`config.mk`:
```
export PLATFORM = sky130hd
export DESIGN_NAME = rps_match_ctrl_flat
export DESIGN_NICKNAME = d
export VERILOG_FILES = /design/src/rtl/rps_match_ctrl_if.sv /design/src/rtl/rps_match_ctrl.sv /design/src/flat_wrapper.sv
export SDC_FILE = /design/constraint.sdc
export NUM_CORES = 1
export LEC_CHECK = 0
export CAP_MARGIN = 5
export CORE_MARGIN = 3
export CORE_UTILIZATION = 45
export CTS_BUF_LIST = sky130_fd_sc_hd__clkbuf_8 sky130_fd_sc_hd__clkbuf_16
export DETAILED_ROUTE_END_ITERATION = 16
export PLACE_DENSITY = 0.66
export SLEW_MARGIN = 20
export SYNTH_ARGS = -nofsm -noshare
export SYNTH_HDL_FRONTEND = slang
export SYNTH_SLANG_ARGS = --single-unit
```
`constraint.sdc`:
```
create_clock -name clk -period 4 [get_ports clk]
set_clock_uncertainty 0.2 [all_clocks]
set_input_delay 0.8 -clock clk [delete_from_list [all_inputs] [get_ports clk]]
set_output_delay 0.8 -clock clk [all_outputs]
set_load 0.01 [all_outputs]
```
`src/rtl/rps_match_ctrl_if.sv`:
```
// Handshake and status bundle for the rock-paper-scissors match controller.
// The controller attaches as slave; the driving environment attaches as master.
interface rps_match_ctrl_if;
    logic       start;
    logic       move1_vld;
    logic [1:0] move1;
    logic       move1_rdy;
    logic       move2_vld;
    logic [1:0] move2;
    logic       move2_rdy;
    logic       busy;
    logic [3:0] wins1;
    logic [3:0] wins2;
    logic [7:0] round_cnt;
    logic       match_done;
    logic [1:0] match_winner;

    modport master (
        output start, move1_vld, move1, move2_vld, move2,
        input  move1_rdy, move2_rdy, busy, wins1, wins2, round_cnt, match_done, match_winner
    );

    modport slave (
        input  start, move1_vld, move1, move2_vld, move2,
        output move1_rdy, move2_rdy, busy, wins1, wins2, round_cnt, match_done, match_winner
    );
endinterface

```
`src/rtl/rps_match_ctrl.sv`:
```
// Rock-paper-scissors match controller: collects one move per player per round,
// judges the round, and ends the match on a win target or a round limit.
module rps_match_ctrl #(
    parameter int unsigned WIN_TARGET = 3,
    parameter int unsigned MAX_ROUNDS = 15,
    parameter int unsigned TIMEOUT    = 255
) (
    input logic              clk,
    input logic              rst,
    rps_match_ctrl_if.slave  bus
);

    localparam logic [1:0] StIdle    = 2'd0;
    localparam logic [1:0] StCollect = 2'd1;
    localparam logic [1:0] StJudge   = 2'd2;
    localparam logic [1:0] StDone    = 2'd3;

    localparam logic [1:0] MvRock    = 2'b00;
    localparam logic [1:0] MvPaper   = 2'b01;
    localparam logic [1:0] MvScissor = 2'b10;
    localparam logic [1:0] MvInvalid = 2'b11;

    localparam logic [3:0]  WinTarget = 4'(WIN_TARGET);
    localparam logic [7:0]  MaxRounds = 8'(MAX_ROUNDS);
    localparam logic [15:0] Timeout   = 16'(TIMEOUT);

    logic [1:0]  state_q, state_d;
    logic        cap1_q, cap1_d, cap2_q, cap2_d;
    logic [1:0]  move1_q, move1_d, move2_q, move2_d;
    logic [15:0] to_cnt_q, to_cnt_d;
    logic [3:0]  wins1_q, wins1_d, wins2_q, wins2_d;
    logic [7:0]  round_cnt_q, round_cnt_d;
    logic [1:0]  winner_q, winner_d;

    logic rdy1, rdy2;
    logic forfeit1, forfeit2, beats12, beats21, p1_win, p2_win;

    assign rdy1 = (state_q == StCollect) && !cap1_q;
    assign rdy2 = (state_q == StCollect) && !cap2_q;

    // A missing (timed-out) move is treated exactly like an invalid one.
    always_comb begin
        forfeit1 = !cap1_q || (move1_q == MvInvalid);
        forfeit2 = !cap2_q || (move2_q == MvInvalid);
        beats12  = ((move1_q == MvRock)    && (move2_q == MvScissor)) ||
                   ((move1_q == MvScissor) && (move2_q == MvPaper))   ||
                   ((move1_q == MvPaper)   && (move2_q == MvRock));
        beats21  = ((move2_q == MvRock)    && (move1_q == MvScissor)) ||
                   ((move2_q == MvScissor) && (move1_q == MvPaper))   ||
                   ((move2_q == MvPaper)   && (move1_q == MvRock));
        p1_win   = !forfeit1 && (forfeit2 || beats12);
        p2_win   = !forfeit2 && (forfeit1 || beats21);
    end

    always_comb begin
        state_d     = state_q;
        cap1_d      = cap1_q;
        cap2_d      = cap2_q;
        move1_d     = move1_q;
        move2_d     = move2_q;
        to_cnt_d    = to_cnt_q;
        wins1_d     = wins1_q;
        wins2_d     = wins2_q;
        round_cnt_d = round_cnt_q;
        winner_d    = winner_q;

        case (state_q)
            StIdle: begin
                if (bus.start) begin
                    state_d     = StCollect;
                    cap1_d      = 1'b0;
                    cap2_d      = 1'b0;
                    to_cnt_d    = '0;
                    wins1_d     = '0;
                    wins2_d     = '0;
                    round_cnt_d = '0;
                    winner_d    = 2'b00;
                end
            end
            StCollect: begin
                if (rdy1 && bus.move1_vld) begin
                    cap1_d  = 1'b1;
                    move1_d = bus.move1;
                end
                if (rdy2 && bus.move2_vld) begin
                    cap2_d  = 1'b1;
                    move2_d = bus.move2;
                end
                to_cnt_d = to_cnt_q + 16'd1;
                // Judge as soon as both moves are in hand, giving a 2-cycle minimum round.
                if ((cap1_d && cap2_d) || (to_cnt_d == Timeout)) begin
                    state_d = StJudge;
                end
            end
            StJudge: begin
                if (round_cnt_q != 8'hFF) round_cnt_d = round_cnt_q + 8'd1;
                if (p1_win && (wins1_q != 4'hF)) wins1_d = wins1_q + 4'd1;
                if (p2_win && (wins2_q != 4'hF)) wins2_d = wins2_q + 4'd1;
                cap1_d   = 1'b0;
                cap2_d   = 1'b0;
                to_cnt_d = '0;
                if ((wins1_d == WinTarget) || (wins2_d == WinTarget) ||
                    (round_cnt_d == MaxRounds)) begin
                    state_d = StDone;
                    if (wins1_d > wins2_d) begin
                        winner_d = 2'b01;
                    end else if (wins2_d > wins1_d) begin
                        winner_d = 2'b10;
                    end else begin
                        winner_d = 2'b00;
                    end
                end else begin
                    state_d = StCollect;
                end
            end
            StDone: begin
                state_d = StIdle;
            end
            default: begin
                state_d = StIdle;
            end
        endcase
    end

    always_ff @(posedge clk or posedge rst) begin
        if (rst) begin
            state_q     <= StIdle;
            cap1_q      <= 1'b0;
            cap2_q      <= 1'b0;
            move1_q     <= 2'b00;
            move2_q     <= 2'b00;
            to_cnt_q    <= '0;
            wins1_q     <= '0;
            wins2_q     <= '0;
            round_cnt_q <= '0;
            winner_q    <= 2'b00;
        end else begin
            state_q     <= state_d;
            cap1_q      <= cap1_d;
            cap2_q      <= cap2_d;
            move1_q     <= move1_d;
            move2_q     <= move2_d;
            to_cnt_q    <= to_cnt_d;
            wins1_q     <= wins1_d;
            wins2_q     <= wins2_d;
            round_cnt_q <= round_cnt_d;
            winner_q    <= winner_d;
        end
    end

    assign bus.busy         = (state_q != StIdle);
    assign bus.move1_rdy    = rdy1;
    assign bus.move2_rdy    = rdy2;
    assign bus.wins1        = wins1_q;
    assign bus.wins2        = wins2_q;
    assign bus.round_cnt    = round_cnt_q;
    assign bus.match_done   = (state_q == StDone);
    assign bus.match_winner = winner_q;

endmodule

```
`src/flat_wrapper.sv`:
```
// flat-port wrapper written by rule: the top's interface ports become plain ports
module rps_match_ctrl_flat 
#(
    parameter int unsigned WIN_TARGET = 3,
    parameter int unsigned MAX_ROUNDS = 15,
    parameter int unsigned TIMEOUT    = 255
)
  (clk, rst, bus_start, bus_move1_vld, bus_move1, bus_move2_vld, bus_move2, bus_move1_rdy, bus_move2_rdy, bus_busy, bus_wins1, bus_wins2, bus_round_cnt, bus_match_done, bus_match_winner);
  rps_match_ctrl_if bus_i ();
  input logic clk;
  input logic rst;
  input wire logic [$bits(bus_i.start)-1:0] bus_start;
  input wire logic [$bits(bus_i.move1_vld)-1:0] bus_move1_vld;
  input wire logic [$bits(bus_i.move1)-1:0] bus_move1;
  input wire logic [$bits(bus_i.move2_vld)-1:0] bus_move2_vld;
  input wire logic [$bits(bus_i.move2)-1:0] bus_move2;
  output wire logic [$bits(bus_i.move1_rdy)-1:0] bus_move1_rdy;
  output wire logic [$bits(bus_i.move2_rdy)-1:0] bus_move2_rdy;
  output wire logic [$bits(bus_i.busy)-1:0] bus_busy;
  output wire logic [$bits(bus_i.wins1)-1:0] bus_wins1;
  output wire logic [$bits(bus_i.wins2)-1:0] bus_wins2;
  output wire logic [$bits(bus_i.round_cnt)-1:0] bus_round_cnt;
  output wire logic [$bits(bus_i.match_done)-1:0] bus_match_done;
  output wire logic [$bits(bus_i.match_winner)-1:0] bus_match_winner;
  assign bus_i.start = bus_start;
  assign bus_i.move1_vld = bus_move1_vld;
  assign bus_i.move1 = bus_move1;
  assign bus_i.move2_vld = bus_move2_vld;
  assign bus_i.move2 = bus_move2;
  assign bus_move1_rdy = bus_i.move1_rdy;
  assign bus_move2_rdy = bus_i.move2_rdy;
  assign bus_busy = bus_i.busy;
  assign bus_wins1 = bus_i.wins1;
  assign bus_wins2 = bus_i.wins2;
  assign bus_round_cnt = bus_i.round_cnt;
  assign bus_match_done = bus_i.match_done;
  assign bus_match_winner = bus_i.match_winner;
  rps_match_ctrl #(.WIN_TARGET(WIN_TARGET), .MAX_ROUNDS(MAX_ROUNDS), .TIMEOUT(TIMEOUT)) u_core (.clk(clk), .rst(rst), .bus(bus_i));
endmodule
```
Word-level counts from Yosys, hierarchy flattened --
Cells that the tools add are included.
Storage, ports and cells: memories kept 0, RAM bits 0, bits in latches 0, ROM bits 0, output and inout bits 22, word-level logic and storage cells 106, register bits after elaboration 42, input port bits 9
Cells by class: shift operators 0, reductions and logical operators 42, eq/ne operators 19, add/subtract/negate cells 4, div/mod/pow operators 0, multipliers 0, multiplexer cells 29, $lt $le $gt $ge 2, bitwise logic cells 0
Operators with widths (number):
- $pmux W16 S3 | 1
- $mux W8 | 3
- $mux W4 | 5
- $add A16 B1 Y16 const B | 1
- $eq A16 B8 Y1 const B | 1
- $mux W16 | 1
- $pmux W4 S2 | 2
- $pmux W8 S2 | 1
- $logic_and A1 B1 Y1 | 15
- $mux W2 | 7
- $eq A2 B2 Y1 const B | 6
- $logic_or A1 B1 Y1 | 11
- $reduce_and A2 Y1 | 5
- $add A4 B1 Y4 const B | 2
- $add A8 B1 Y8 const B | 1
- $eq A4 B2 Y1 const B | 2
- $eq A8 B4 Y1 const B | 1
- $gt A4 B4 Y1 | 2
- $ne A4 B4 Y1 const B | 2
- $ne A8 B8 Y1 const B | 1
- $pmux W2 S4 | 1
- $eq A2 B1 Y1 const B | 3
- $logic_not A2 Y1 | 3
- $pmux W1 S3 | 2
- 8 further kinds | 17

Depth between registers and ports, before layout --
Gate-level depths: netlist of run 1.
depth after elaboration 14, gate-level depth with buffers 12, depth with buffers taken out 12

Worst setup path before layout of run 1 --
OpenSTA, ideal clock, no wires.
path kind register to register, from reg u_core.move1_q[0], to reg u_core.winner_q[0] (netlist: u_core.bus.match_winner[0]), data required time 3.675 ns, arrival 2.745 ns, cell stages (with the launch flop) 12, buffers on the path 1, clock period less this slack 3.070 ns, library setup time 0.125 ns, path slack 0.930 ns, cells stage by stage dfrtp_1 a21o_1 a32oi_1 and2_0 clkbuf_1 mux2_2 ha_1 a21o_1 and2_1 maj3_1 a21oi_1 o31ai_1
Between the ends: word-level cells in the longest chain between the ends 14, elaborated cells between the ends (all ways) 36, those cells by class order compare (1); eq/ne (6); mux (7); reduce/logical (22)
RTL lines:
- start, declared | RTL line rps_match_ctrl.sv:29 | logic [1:0] move1_q, move1_d, move2_q, move2_d;
- start signal, assigned | RTL line rps_match_ctrl.sv:141 | move1_q <= move1_d;
- branches (longest 14 deep; another with $gt A4 B4 Y1)
- end signal, assigned | RTL line rps_match_ctrl.sv:147 | winner_q <= winner_d;
- end, declared | RTL line rps_match_ctrl.sv:33 | logic [1:0] winner_q, winner_d;
Several ways; the timed one is not identified. The select of a mux whose other input is x is not followed. A chain may end at the register's enable or synchronous reset.

Final worst setup path of run 1 --
from reg u_core.wins2_q[0] (netlist: u_core.bus.wins2[0]), to reg u_core.winner_q[0] (netlist: u_core.bus.match_winner[0])
Between the ends: word-level cells in the longest chain between the ends 9, elaborated cells between the ends (all ways) 14, those cells by class add/sub (1); order compare (1); eq/ne (3); mux (5); reduce/logical (4)
RTL lines:
- start, declared | RTL line rps_match_ctrl.sv:31 | logic [3:0] wins1_q, wins1_d, wins2_q, wins2_d;
- start signal, assigned | RTL line rps_match_ctrl.sv:145 | wins2_q <= wins2_d;
- branches (longest 2 deep; another with $add A4 B1 Y4)
- $mux W4 (*) | RTL line rps_match_ctrl.sv:98 | if (p2_win && (wins2_q != 4'hF)) wins2_d = wins2_q + 4'd1;
- $mux W4 (*) | RTL line rps_match_ctrl.sv:67 | case (state_q)
- branches (longest 5 deep; another with $gt A4 B4 Y1)
Mark *: on every way between the ends. The select of a mux whose other input is x is not followed.

==> results of run 1 <==
## per-stage QoR
stage | worst slack (ps) | hold WS (ps) | area (um2)
floorplan | 929.6 | 274.0 | 2763
global placement | 800.6 | 296.4 | 3115
detailed placement | 706.9 | 300.6 | 3115
CTS | 688.1 | 318.0 | 3226
global route | 326.7 | 351.2 | 3226
finish | 647.1 | 317.2 | 3226
## routing by layer
metal / GRT usage, % / vias up
li1: - / 1239
met1: 27.24 / 1216
met2: 28.91 / 52
met3: 3.533 / 8
met4: 5.180 / 0
met5: 0 / -
## cells in the mapped netlist (2+ instances only)
cell type	instances	share of area [%]
sky130_fd_sc_hd__xor2_1	7	2.2
sky130_fd_sc_hd__or3_1	3	0.68
sky130_fd_sc_hd__nor4_1	2	0.45
sky130_fd_sc_hd__xnor2_1	7	2.2
sky130_fd_sc_hd__nand2_1	35	4.8
sky130_fd_sc_hd__nand4_1	4	0.91
sky130_fd_sc_hd__o31ai_1	6	1.6
sky130_fd_sc_hd__nor3_1	4	0.72
sky130_fd_sc_hd__inv_1	9	1.2
sky130_fd_sc_hd__and2_1	5	1.1
sky130_fd_sc_hd__buf_2	3	0.54
sky130_fd_sc_hd__a31oi_1	7	1.6
sky130_fd_sc_hd__o21ai_1	2	0.36
sky130_fd_sc_hd__maj3_1	2	0.72
sky130_fd_sc_hd__a21oi_1	18	3.3
sky130_fd_sc_hd__a41oi_1	2	0.63
sky130_fd_sc_hd__nor2_1	33	4.5
sky130_fd_sc_hd__buf_4	3	0.82
sky130_fd_sc_hd__dfrtp_1	42	38
sky130_fd_sc_hd__a21o_1	5	1.4
sky130_fd_sc_hd__nand3_1	20	3.6
sky130_fd_sc_hd__mux2i_1	4	1.4
sky130_fd_sc_hd__o21ai_0	36	6.5
sky130_fd_sc_hd__ha_1	8	3.6
sky130_fd_sc_hd__nor2b_1	3	0.68
sky130_fd_sc_hd__clkbuf_1	10	1.4
sky130_fd_sc_hd__a32o_1	3	1.1
sky130_fd_sc_hd__and3_1	4	0.91
sky130_fd_sc_hd__mux2_2	5	2.0
sky130_fd_sc_hd__a211oi_1	2	0.54
sky130_fd_sc_hd__nand2b_1	6	1.4
sky130_fd_sc_hd__o22ai_1	2	0.45
sky130_fd_sc_hd__o21bai_1	2	0.54
## final cells by class
cell class	instances	area [um2]
clock buffer	5	68.82
clock inverter	3	41.29
fill	530	2484
inverter	10	37.54
multi-input combinational	261	1599
sequential	42	1051
tap	72	90.09
timing repair buffer	35	337.8
## path summary, 6_finish.rpt
path | start | slack (ps) | end
min reg2reg | u_core.bus.match_winner[1] | 320 | u_core.bus.match_winner[1]
max | u_core.bus.wins2[0] | 650 | u_core.bus.match_winner[0]
max in group asynchronous | rst | 2460 | u_core.to_cnt_q[5]
max reg2reg | u_core.bus.wins2[0] | 650 | u_core.bus.match_winner[0]
min in group asynchronous | rst | 750 | u_core.cap1_q
min | u_core.bus.match_winner[1] | 320 | u_core.bus.match_winner[1]
## where the power goes
part           total [W]  switching [W]  internal (W)
Clock           0.000344       0.000160      0.000184
Sequential      0.000610       0.000112      0.000498
Combinational   0.000840       0.000459      0.000381
Total            0.00179       0.000731       0.00106
## sequential cells by signal, indices dropped and copies added (netlist names)
register	flops
u_core.cap1_q	1
u_core.bus.wins1	4
u_core.bus.match_winner	2
u_core.move1_q	2
u_core.bus.round_cnt	8
u_core.to_cnt_q	16
u_core.move2_q	2
u_core.cap2_q	1
u_core.state_q	2
u_core.bus.wins2	4
## cell families after synthesis
logic type                 share of synthesized area (%)
AOI/OAI and AO/OA                                  21.92
adders and majority gates                          4.348
and+or+nand+nor                                    23.14
DFF                                                38.04
muxes                                              4.031
xor gates and xnor gates                           4.438
buffers and inverters                              4.076
## worst max-delay path, delay by kind of cell (launching register included)
family	cells	cell delay, ps
compound gates	3	760
flops	1	470
xor+xnor	1	190
fa+ha+maj	3	930
simple gates	5	670
## cell usage in the layout (no fill, tap or decap), drive strengths merged, types with 7 or more instances in the layout
cell	n
o21ai	38
inv	11
nand3	21
a21oi	18
xor2	7
nand2	35
nor2	33
dfrtp	42
ha	8
clkdlybuf4s50	30
a31oi	7
xnor2	7
==> results.md, run 1 <==
| Quantity | This run | Unit |
| --- | --- | --- |
| Run status | complete, no violations | - |
| Worst Path Max Fanout | 8 | - |
| Worst skew pair latency | 300 | ps |
| Total Negative Setup Slacks | 0 | ps |
| Maximum vdd ir drop | 0.3520 | mV |
| Cts bufs inserted | 5 | - |
| Vias per inst | 5.876 | - |
| Core area | 5709 | um2 |
| Shortest clock period the worst path allows after layout | 3353 | ps |
| Final worst path period share | 83.82 | % |
| Cell area after technology mapping | 2763 | um2 |
| Post-Synthesis Net Count | 346 | - |
| Floorplan die width | 84.36 | um |
| Clk Tree Root Cell | sky130_fd_sc_hd__clkbuf_8 | - |
| Global-route total usage across every layer | 18.83 | % |
| YS warnings | 0 | - |
| Initial core utilization | 48.39 | % |
| First DRT Iteration DRCs | 164 | - |
| Number of placed I/O pins | 31 | - |
| Worst setup SP type | flip-flop | - |
| Flip-flop cell with the highest count after synthesis | sky130_fd_sc_hd__dfrtp_1 | - |
| Detailed-route via count | 2515 | - |
| Number of enable flip-flop cells after synthesis | 0 | - |
| Number of instances in the synthesized netlist | 329 | - |
| Clk slew on worst S/H paths | 90 | ps |
| Final-stage net count | 372 | - |
| Post-CTS Resized | 0 | - |
| Max-slew violations | 0 | - |
| Pin count of the biggest net entering global routing | 43 | - |
| Depth of the CTS H-tree | 2 | - |
| Total overflow reported by the global router | 0 | - |
| PnR Total Power | 0.001794 | W |
| Data arrival time of the worst path | 3340 | ps |
| First-pass GRT wire length | 11.12 | mm |
| Remaining antenna violation count after routing | 0 | - |
| Count of input and output buffers | 30 | - |
| Placement Rows | 27 | - |
| Layout Cells excl Fill | 428 | - |
| Remaining max-slew budget at the tightest pin | 54.05 | % |
| Number of max-capacitance violations reported | 0 | - |
| Post-synthesis cell type count | 58 | - |
| CP endpoint kind | flip-flop | - |
| TritonCTS clock tree | yes | - |
| PD cells | 556.3 | nW/um2 |
| Met3 Routed Length | 222 | um |
| DR top layer | met4 | - |
| Met2 wire length | 2.868 | mm |
| Number of antenna diodes | 0 | - |
| CP peak stage delay | 530 | ps |
| Avg WL per Cell | 15.21 | um |
| Final Hold Viols | 0 | - |
| DRC violation count after routing | 0 | - |
| Share of synthesized registers carrying an async set or reset | 100.0 | % |
| Worst path required time | 3980 | ps |
| Core utilization of the finished layout | 56.50 | % |
| Worst R2R Path Depth | 12 | - |
| Seq/Total Area, Yosys | 38.04 | % |
| Area overhead of the layout relative to synthesis | 16.76 | % |
| Total detailed-routing wirelength | 6.511 | mm |
| Critical setup path kind | reg -> reg | - |
| RSZ-0062 raised after global routing | false | - |
| Cell Count Post-Placement | 420 | - |
| Class of the tightest hold or removal check | reg -> reg | - |
| Final setup vio count | 0 | - |
| Mean post-synth cell area | 8.397 | um2 |
| Worst hold path depth | 1 | - |
| Layout cell share with drive strength beyond 1 | 6.742 | % |
| RePlAce Congestion | 0.8655 | - |
| Upper clock frequency limit | 0.2982 | GHz |
| Actual transition at the worst max-transition pin | 686.7 | ps |
| Leak Pwr | 1.304 | nW |
| Crit path top cell by count | sky130_fd_sc_hd__nand3_1 | - |
| Critical-path top delay cell | sky130_fd_sc_hd__a21oi_1 | - |
| Clock buffer depth | 2 | - |
| Detailed placer's ending HPWL | 4.514 | mm |
| Area of the die | 7116 | um2 |
| Detailed Routing Iterations Pass 1 | 4 | - |
| Height of the chip | 84.36 | um |
| Number of clock sinks seen by CTS | 42 | - |
| Post-CTS setup buffer count | 0 | - |
| Antenna violations before repair | 0 | - |
| Register bit total from synthesis | 42 | - |
| Count of hold-fix buffers inserted at cts | 0 | - |
| Via count of the first global-routing pass | 2284 | - |
| Length of routed wiring on met1 | 3.338 | mm |
| Crit path cell chain | ha_1 -> nand3_1 -> nand3_1 -> a21oi_1 -> nand4_1 -> xor2_1 -> ha_1 -> nand3_1 -> and2_1 -> maj3_1 -> a21oi_1 -> o31ai_1 | - |
No activity file was read; power rests on OpenSTA's default activity.
==> inputs of run 2 (changes only) <==
--- a/config.mk
+++ b/config.mk
@@ -10,7 +10,7 @@
 export CORE_UTILIZATION = 45
 export CTS_BUF_LIST = sky130_fd_sc_hd__clkbuf_8 sky130_fd_sc_hd__clkbuf_16
 export DETAILED_ROUTE_END_ITERATION = 16
-export PLACE_DENSITY = 0.66
+export PLACE_DENSITY = 0.69
 export SLEW_MARGIN = 20
 export SYNTH_ARGS = -nofsm -noshare
 export SYNTH_HDL_FRONTEND = slang
==> constraint.sdc (replaced) <==
create_clock -name clk -period 3 [get_ports clk]
set_clock_uncertainty 0.2 [all_clocks]
set_input_delay 0.6 -clock clk [delete_from_list [all_inputs] [get_ports clk]]
set_output_delay 0.6 -clock clk [all_outputs]
set_load 0.01 [all_outputs]
==> run 2 against run 1 <==
  * Count of clock-buffer cells in the layout rose by 1
  * Hold slack got worse by 3.3 ps
  * Total power rose by 36%
  * Combinational power rose by 51%
  * Maximum frequency rose by 15%
  * Worst setup slack got worse by 560 ps
  * First-iteration DRC count fell by 7.9%
  * Via count rose by 1.7%
  * Flip-flop and latch count did not move
  * Core utilization rose by 2.5 points
  * Critical endpoint unchanged
  * Largest power group unchanged
==> results.md, run 2 (synthesis gave the netlist of run 1 again) <==
| Quantity | This run | Unit |
| --- | --- | --- |
| Area of all placed cells without fillers | 3369 | um2 |
| Number of max-capacitance violations reported | 0 | - |
| Number of clock sinks seen by CTS | 42 | - |
| Class of the tightest hold or removal check | reg -> reg | - |
| Filler Cell Count | 508 | - |
| CP endpoint kind | flip-flop | - |
| Max-slew violations | 0 | - |
| Depth of the CTS H-tree | 2 | - |
| Core area | 5709 | um2 |
| Count of input and output buffers | 30 | - |
| Total Negative Setup Slacks | 0 | ps |
| Total overflow reported by the global router | 0 | - |
| Final worst path period share | 97.25 | % |
| Detailed placer's ending HPWL | 4.764 | mm |
| Worst setup SP type | flip-flop | - |
| Clk Tree Root Cell | sky130_fd_sc_hd__clkbuf_8 | - |
| Leak Pwr | 1.394 | nW |
| Vias per inst | 5.764 | - |
| Area after detailed placement | 3231 | um2 |
| Largest register FFs | 16 | - |
| Final-stage net count | 388 | - |
| Run status | complete, no violations | - |
| Most common library cell in the layout ignoring fill and taps | sky130_fd_sc_hd__dfrtp_1 | - |
| Detailed Routing Iterations Pass 1 | 5 | - |
| TritonCTS clock tree | yes | - |
| First DRT Iteration DRCs | 151 | - |
| Area overhead of the layout relative to synthesis | 21.97 | % |
| Register bank with the most flops | u_core.to_cnt_q | - |
| Global-route total usage across every layer | 19.36 | % |
| Initial core utilization | 48.39 | % |
| Total detailed-routing wirelength | 6.814 | mm |
| Worst path required time | 2990 | ps |
| Clock buffer depth | 2 | - |
| Critical setup path kind | reg -> reg | - |
| Final Hold Viols | 0 | - |
| Detailed-route via count | 2559 | - |
| Worst Path Max Fanout | 6 | - |
| PnR Total Power | 0.002444 | W |
| Via count of the first global-routing pass | 2394 | - |
| Remaining max-slew budget at the tightest pin | 52.19 | % |
| Number of placed I/O pins | 31 | - |
| Cts bufs inserted | 5 | - |
| RePlAce Congestion | 0.8515 | - |
| Pin count of the biggest net entering global routing | 28 | - |
| Actual transition at the worst max-transition pin | 716.3 | ps |
| Shortest clock period the worst path allows after layout | 2918 | ps |
| DRC violation count after routing | 0 | - |
| Upper clock frequency limit | 0.3428 | GHz |
| PD cells | 725.4 | nW/um2 |
| Final-layout worst hold slack | 313.8 | ps |
| Maximum vdd ir drop | 0.4184 | mV |
| Layout cell share with drive strength beyond 1 | 12.63 | % |
| Commonest non-fill, non-tap cells in the layout | 41 x sky130_fd_sc_hd__dfrtp_1, 36 x sky130_fd_sc_hd__o21ai_0, 35 x sky130_fd_sc_hd__nand2_1 | - |
| Data arrival time of the worst path | 2900 | ps |
| Height of the chip | 84.36 | um |
| Remaining antenna violation count after routing | 0 | - |
| Area of the die | 7116 | um2 |
| Floorplan die width | 84.36 | um |
| Number of antenna diodes | 0 | - |
| Final setup vio count | 0 | - |
| Clk slew on worst S/H paths | 80 | ps |
| Worst skew pair latency | 300 | ps |
| First-pass GRT wire length | 11.36 | mm |
| Avg WL per Cell | 15.35 | um |
| Placement Rows | 27 | - |
| Antenna violations before repair | 0 | - |
| Core utilization of the finished layout | 59.02 | % |
-- run 2: routing by layer --
metal / GRT usage, % / vias to the layer above / share of wire [%]
met5: 0 / - / 0
met4: 6.906 / 0 / 1.6
met3: 3.925 / 9 / 4.4
met2: 28.62 / 56 / 45
met1: 28.12 / 1214 / 49
li1: - / 1280 / -
-- run 2: area by class of cell --
| cell class | instances | area [um2] | share of cell area [%] |
|---|---|---|---|
| Clock buffer | 6 | 82.58 | 2.451 |
| Clock inverter | 2 | 8.758 | 0.2599 |
| Inverter | 10 | 37.54 | 1.114 |
| Multi-Input combinational cell | 261 | 1628 | 48.31 |
| Sequential cell | 42 | 1052 | 31.23 |
| Tap cell | 72 | 90.09 | 2.674 |
| Timing Repair Buffer | 51 | 470.5 | 13.96 |
-- run 2: critical path, cell delays in order, from the launching register on --
cell	delay, ps
sky130_fd_sc_hd__dfrtp_1	440
sky130_fd_sc_hd__a21bo_2	230
sky130_fd_sc_hd__a31oi_2	200
sky130_fd_sc_hd__and2_4	190
sky130_fd_sc_hd__mux2_2	330
sky130_fd_sc_hd__ha_1	310
sky130_fd_sc_hd__a21o_1	190
sky130_fd_sc_hd__and2_1	160
sky130_fd_sc_hd__maj3_1	340
sky130_fd_sc_hd__a21oi_1	130
sky130_fd_sc_hd__o31ai_1	90
-- run 2: worst paths after layout --
check | start | endpoint | slack (ps) | cells after the start
max | u_core.move1_q[1] | u_core.bus.match_winner[0] | 80 | 10
min | u_core.bus.match_winner[1] | u_core.bus.match_winner[1] | 310 | 1
max in group asynchronous | rst | u_core.bus.wins2[3] | 1490 | 3
min in group asynchronous | rst | u_core.cap1_q | 510 | 2
min reg2reg | u_core.bus.match_winner[1] | u_core.bus.match_winner[1] | 310 | 1
max reg2reg | u_core.move1_q[1] | u_core.bus.match_winner[0] | 80 | 10
-- run 2: power breakdown --
group | internal (W) | switching, W | total (W) | leakage, nW
logic | 0.000592 | 0.000680 | 0.00127 | 0.774
registers | 0.000666 | 0.000122 | 0.000788 | 0.567
clock network | 0.000183 | 0.000202 | 0.000385 | 0.0524
total | 0.00144 | 0.00100 | 0.00244 | 1.39
-- run 2: what timing repair did --
item	CTS	global route
setup endpoints to repair	0	2
resized for setup	0	4
setup buffers	0	4
hold buffers	0	0
-- run 2: per-stage QoR --
stage,setup WS [ps],cells
floorplan,27.60,329
global placement,122.1,432
detailed placement,45.27,432
CTS,37.21,440
global route,-32.31,444
finish,82.49,444
==> inputs of run 3 (changes only) <==
--- a/config.mk
+++ b/config.mk
@@ -7,10 +7,12 @@
 export LEC_CHECK = 0
 export CAP_MARGIN = 5
 export CORE_MARGIN = 3
-export CORE_UTILIZATION = 45
+export CORE_UTILIZATION = 50
 export CTS_BUF_LIST = sky130_fd_sc_hd__clkbuf_8 sky130_fd_sc_hd__clkbuf_16
+export CTS_CLUSTER_SIZE = 8
 export DETAILED_ROUTE_END_ITERATION = 16
-export PLACE_DENSITY = 0.69
+export PLACE_DENSITY = 0.75
+export SKIP_LAST_GASP = 1
 export SLEW_MARGIN = 20
 export SYNTH_ARGS = -nofsm -noshare
 export SYNTH_HDL_FRONTEND = slang
==> run 3 against run 2 <==
  * Worst setup slack better by 56 ps
  * Total power is 3.3% higher
  * Design area is 0.33% higher
  * Combinational power hardly changed
  * Non-clock buffer count is 3 lower
  * Flip-flop and latch count stayed put
  * Maximum frequency is 1.9% higher
  * Critical path depth stayed put
  * Hold slack better by 4.5 ps
  * Count of clock-buffer cells in the layout is 1 lower
==> results.md, run 3 (synthesis gave the netlist of run 1 again) <==
| Quantity | This run | Unit |
| --- | --- | --- |
| Run status | complete, no violations | - |
| Remaining antenna violation count after routing | 0 | - |
| Remaining max-slew budget at the tightest pin | 57.76 | % |
| Largest register FFs | 16 | - |
| Global-route total usage across every layer | 21.99 | % |
| Met2 Track Usage GR | 34.52 | % |
| Met3 layer usage reported by global route | 3.700 | % |
| Total overflow reported by the global router | 0 | - |
| Actual transition at the worst max-transition pin | 632.9 | ps |
| Vias per inst | 5.761 | - |
| Reg2Reg Setup Slack | 140 | ps |
| DRC violation count after routing | 0 | - |
| Floorplan die width | 80.33 | um |
| Upper clock frequency limit | 0.3494 | GHz |
| TritonCTS clock tree | yes | - |
| Worst hold path depth | 1 | - |
| Crit path cell chain | a21bo_2 -> a31oi_1 -> a21oi_2 -> mux2i_1 -> ha_4 -> a21o_1 -> and2_1 -> maj3_1 -> a21oi_1 -> o31ai_1 | - |
| Pin count of the biggest net entering global routing | 29 | - |
| Worst skew pair latency | 300 | ps |
| Maximum vdd ir drop | 0.5847 | mV |
| Count of input and output buffers | 30 | - |
| Clk slew on worst S/H paths | 80 | ps |
| CP endpoint kind | flip-flop | - |
| P_int | 0.001508 | W |
| Critical-path top delay cell | sky130_fd_sc_hd__dfrtp_2 | - |
| Critical setup path kind | reg -> reg | - |
| Initial core utilization | 52.75 | % |
| Worst reg2reg path endpoint | u_core.bus.match_winner[0] | - |
| Register bank with the most flops | u_core.to_cnt_q | - |
| Switching pwr | 0.001016 | W |
| Detailed placer's ending HPWL | 4.655 | mm |
| Shortest clock period the worst path allows after layout | 2862 | ps |
| Filler Cell Count | 439 | - |
| Number of placed I/O pins | 31 | - |
| Worst path required time | 2990 | ps |
| First DRT Iteration DRCs | 222 | - |
| HP Start | u_core.bus.match_winner[1] | - |
| Cell Count Post-Placement | 429 | - |
| CP peak stage delay | 440 | ps |
| Area of the die | 6453 | um2 |
| Number of antenna diodes | 0 | - |
| RePlAce Congestion | 0.8837 | - |
| Layer with the highest usage after global routing | met2 | - |
| Class of the tightest hold or removal check | reg -> reg | - |
| Combinational cell fraction of total power | 50.8 | % |
| Count of hold-fix buffers inserted at cts | 0 | - |
| Max-slew violations | 0 | - |
| Layout cell share with drive strength beyond 1 | 12.74 | % |
| Final-stage net count | 385 | - |
| Commonest non-fill, non-tap cells in the layout | 39 x sky130_fd_sc_hd__dfrtp_1, 36 x sky130_fd_sc_hd__o21ai_0, 35 x sky130_fd_sc_hd__nand2_1 | - |
| CP Buf/Inv Count | 0 | - |
| Height of the chip | 80.33 | um |
| Leak Pwr | 1.385 | nW |
| Most common library cell in the layout ignoring fill and taps | sky130_fd_sc_hd__dfrtp_1 | - |
| Clk Tree Root Cell | sky130_fd_sc_hd__clkbuf_8 | - |
| Layout Cells excl Fill | 439 | - |
| Worst Path Max Fanout | 6 | - |
| Met1 track demand over resource in global routing | 31.23 | % |
| Worst setup SP type | flip-flop | - |
| Detailed-route via count | 2529 | - |
| Total detailed-routing wirelength | 6.535 | mm |
| Number of max-capacitance violations reported | 0 | - |
| Depth of the CTS H-tree | 2 | - |
| First-pass GRT wire length | 11.22 | mm |
| Area overhead of the layout relative to synthesis | 22.37 | % |
| Number of clock sinks seen by CTS | 42 | - |
| Final setup vio count | 0 | - |
| Final-layout worst hold slack | 318.4 | ps |
| Worst hold endpoint | u_core.bus.match_winner[1] | - |
| Final worst path period share | 95.40 | % |
| Relative contribution of sequential cells to total power | 31.2 | % |
| Antenna violations before repair | 0 | - |
| Cts bufs inserted | 5 | - |
| Clock buffer depth | 2 | - |
| Core area | 5238 | um2 |
| Placement Rows | 26 | - |
| Detailed Routing Iterations Pass 1 | 4 | - |
| Avg WL per Cell | 14.89 | um |
| Worst path depth | 10 | - |
| Worst R2R Path Depth | 10 | - |
| Final Hold Viols | 0 | - |
| Sw frac | 40.25 | % |
| Clock network fraction of total power | 18.0 | % |
| Via count of the first global-routing pass | 2409 | - |
| Critical path's top delay family | compound AO/OA/AOI/OAI gates | - |
| Data arrival time of the worst path | 2850 | ps |
| PD cells | 746.7 | nW/um2 |
| R2R Path Start | u_core.move1_q[0] | - |
[run 3: worst max path at each step]
stage,startpoint,endpoint,slack [ps]
2_1_floorplan,u_core.bus.wins1[0],u_core.bus.match_winner[0],30
3_3_place_gp,u_core.move1_q[0],u_core.bus.match_winner[0],120
6_report,u_core.move1_q[0],u_core.bus.match_winner[0],140
5_1_grt,u_core.move2_q[1],u_core.bus.match_winner[0],-0.8
4_1_cts,u_core.move1_q[0],u_core.bus.match_winner[0],10
3_5_place_dp,u_core.move1_q[0],u_core.bus.match_winner[0],20
[run 3: worst register-to-register path, stage by stage (launching register included)]
cell	delay [ps]
sky130_fd_sc_hd__dfrtp_2	440
sky130_fd_sc_hd__a21bo_2	250
sky130_fd_sc_hd__a31oi_1	290
sky130_fd_sc_hd__a21oi_2	130
sky130_fd_sc_hd__mux2i_1	260
sky130_fd_sc_hd__ha_4	250
sky130_fd_sc_hd__a21o_1	180
sky130_fd_sc_hd__and2_1	150
sky130_fd_sc_hd__maj3_1	360
sky130_fd_sc_hd__a21oi_1	140
sky130_fd_sc_hd__o31ai_1	90
[run 3: what timing repair did]
item                                    4_1_cts  5_1_grt
endpoints found under the setup margin        0        2
gates resized for setup                       0        7
setup buffers                                 0        2
[run 3: cell type report]
| type | count | area [um2] | area share (%) |
|---|---|---|---|
| sequential | 42 | 1055 | 31.20 |
| timing repair buffer | 48 | 447.9 | 13.25 |
| clock inverter | 3 | 40.04 | 1.184 |
| clock buffer | 5 | 68.82 | 2.036 |
| tap | 70 | 87.58 | 2.591 |
| inverter | 10 | 37.54 | 1.110 |
| multi-input combinational | 261 | 1644 | 48.63 |
[run 3: through the flow]
stage / instance area (um2) / setup slack (ps) / total power [W] / setup TNS (ps) / utilization (%)
3_3_place_gp: 3221 / 116.2 / 0.001986 / 0 / 61.49
3_5_place_dp: 3221 / 23.00 / 0.002030 / 0 / 61.49
2_1_floorplan: 2776 / 27.60 / 0.001587 / 0 / -
5_1_grt: 3381 / -0.7976 / 0.002712 / -0.7976 / 64.55
6_report: 3381 / 138.1 / 0.002524 / 0 / 64.55
4_1_cts: 3329 / 11.55 / 0.002500 / 0 / 63.57
[run 3: power groups by stage]
stage                     combinational [W]  sequential, W  clock [W]
after floorplan                    0.000781       0.000805          0
after global placement              0.00120       0.000787          0
after detailed placement            0.00123       0.000796          0
after CTS                           0.00125       0.000786   0.000468
after global routing                0.00142       0.000810   0.000483
final                               0.00128       0.000788   0.000453
[run 3: per-layer routing]
layer  vias up  share of wire [%]  wire length (um)
li1       1272                  -                 -
met1      1203                 49              3193
met2        48                 46              2978
met3         6                4.3               284
met4         0                1.2                78
met5         -                  0                 0
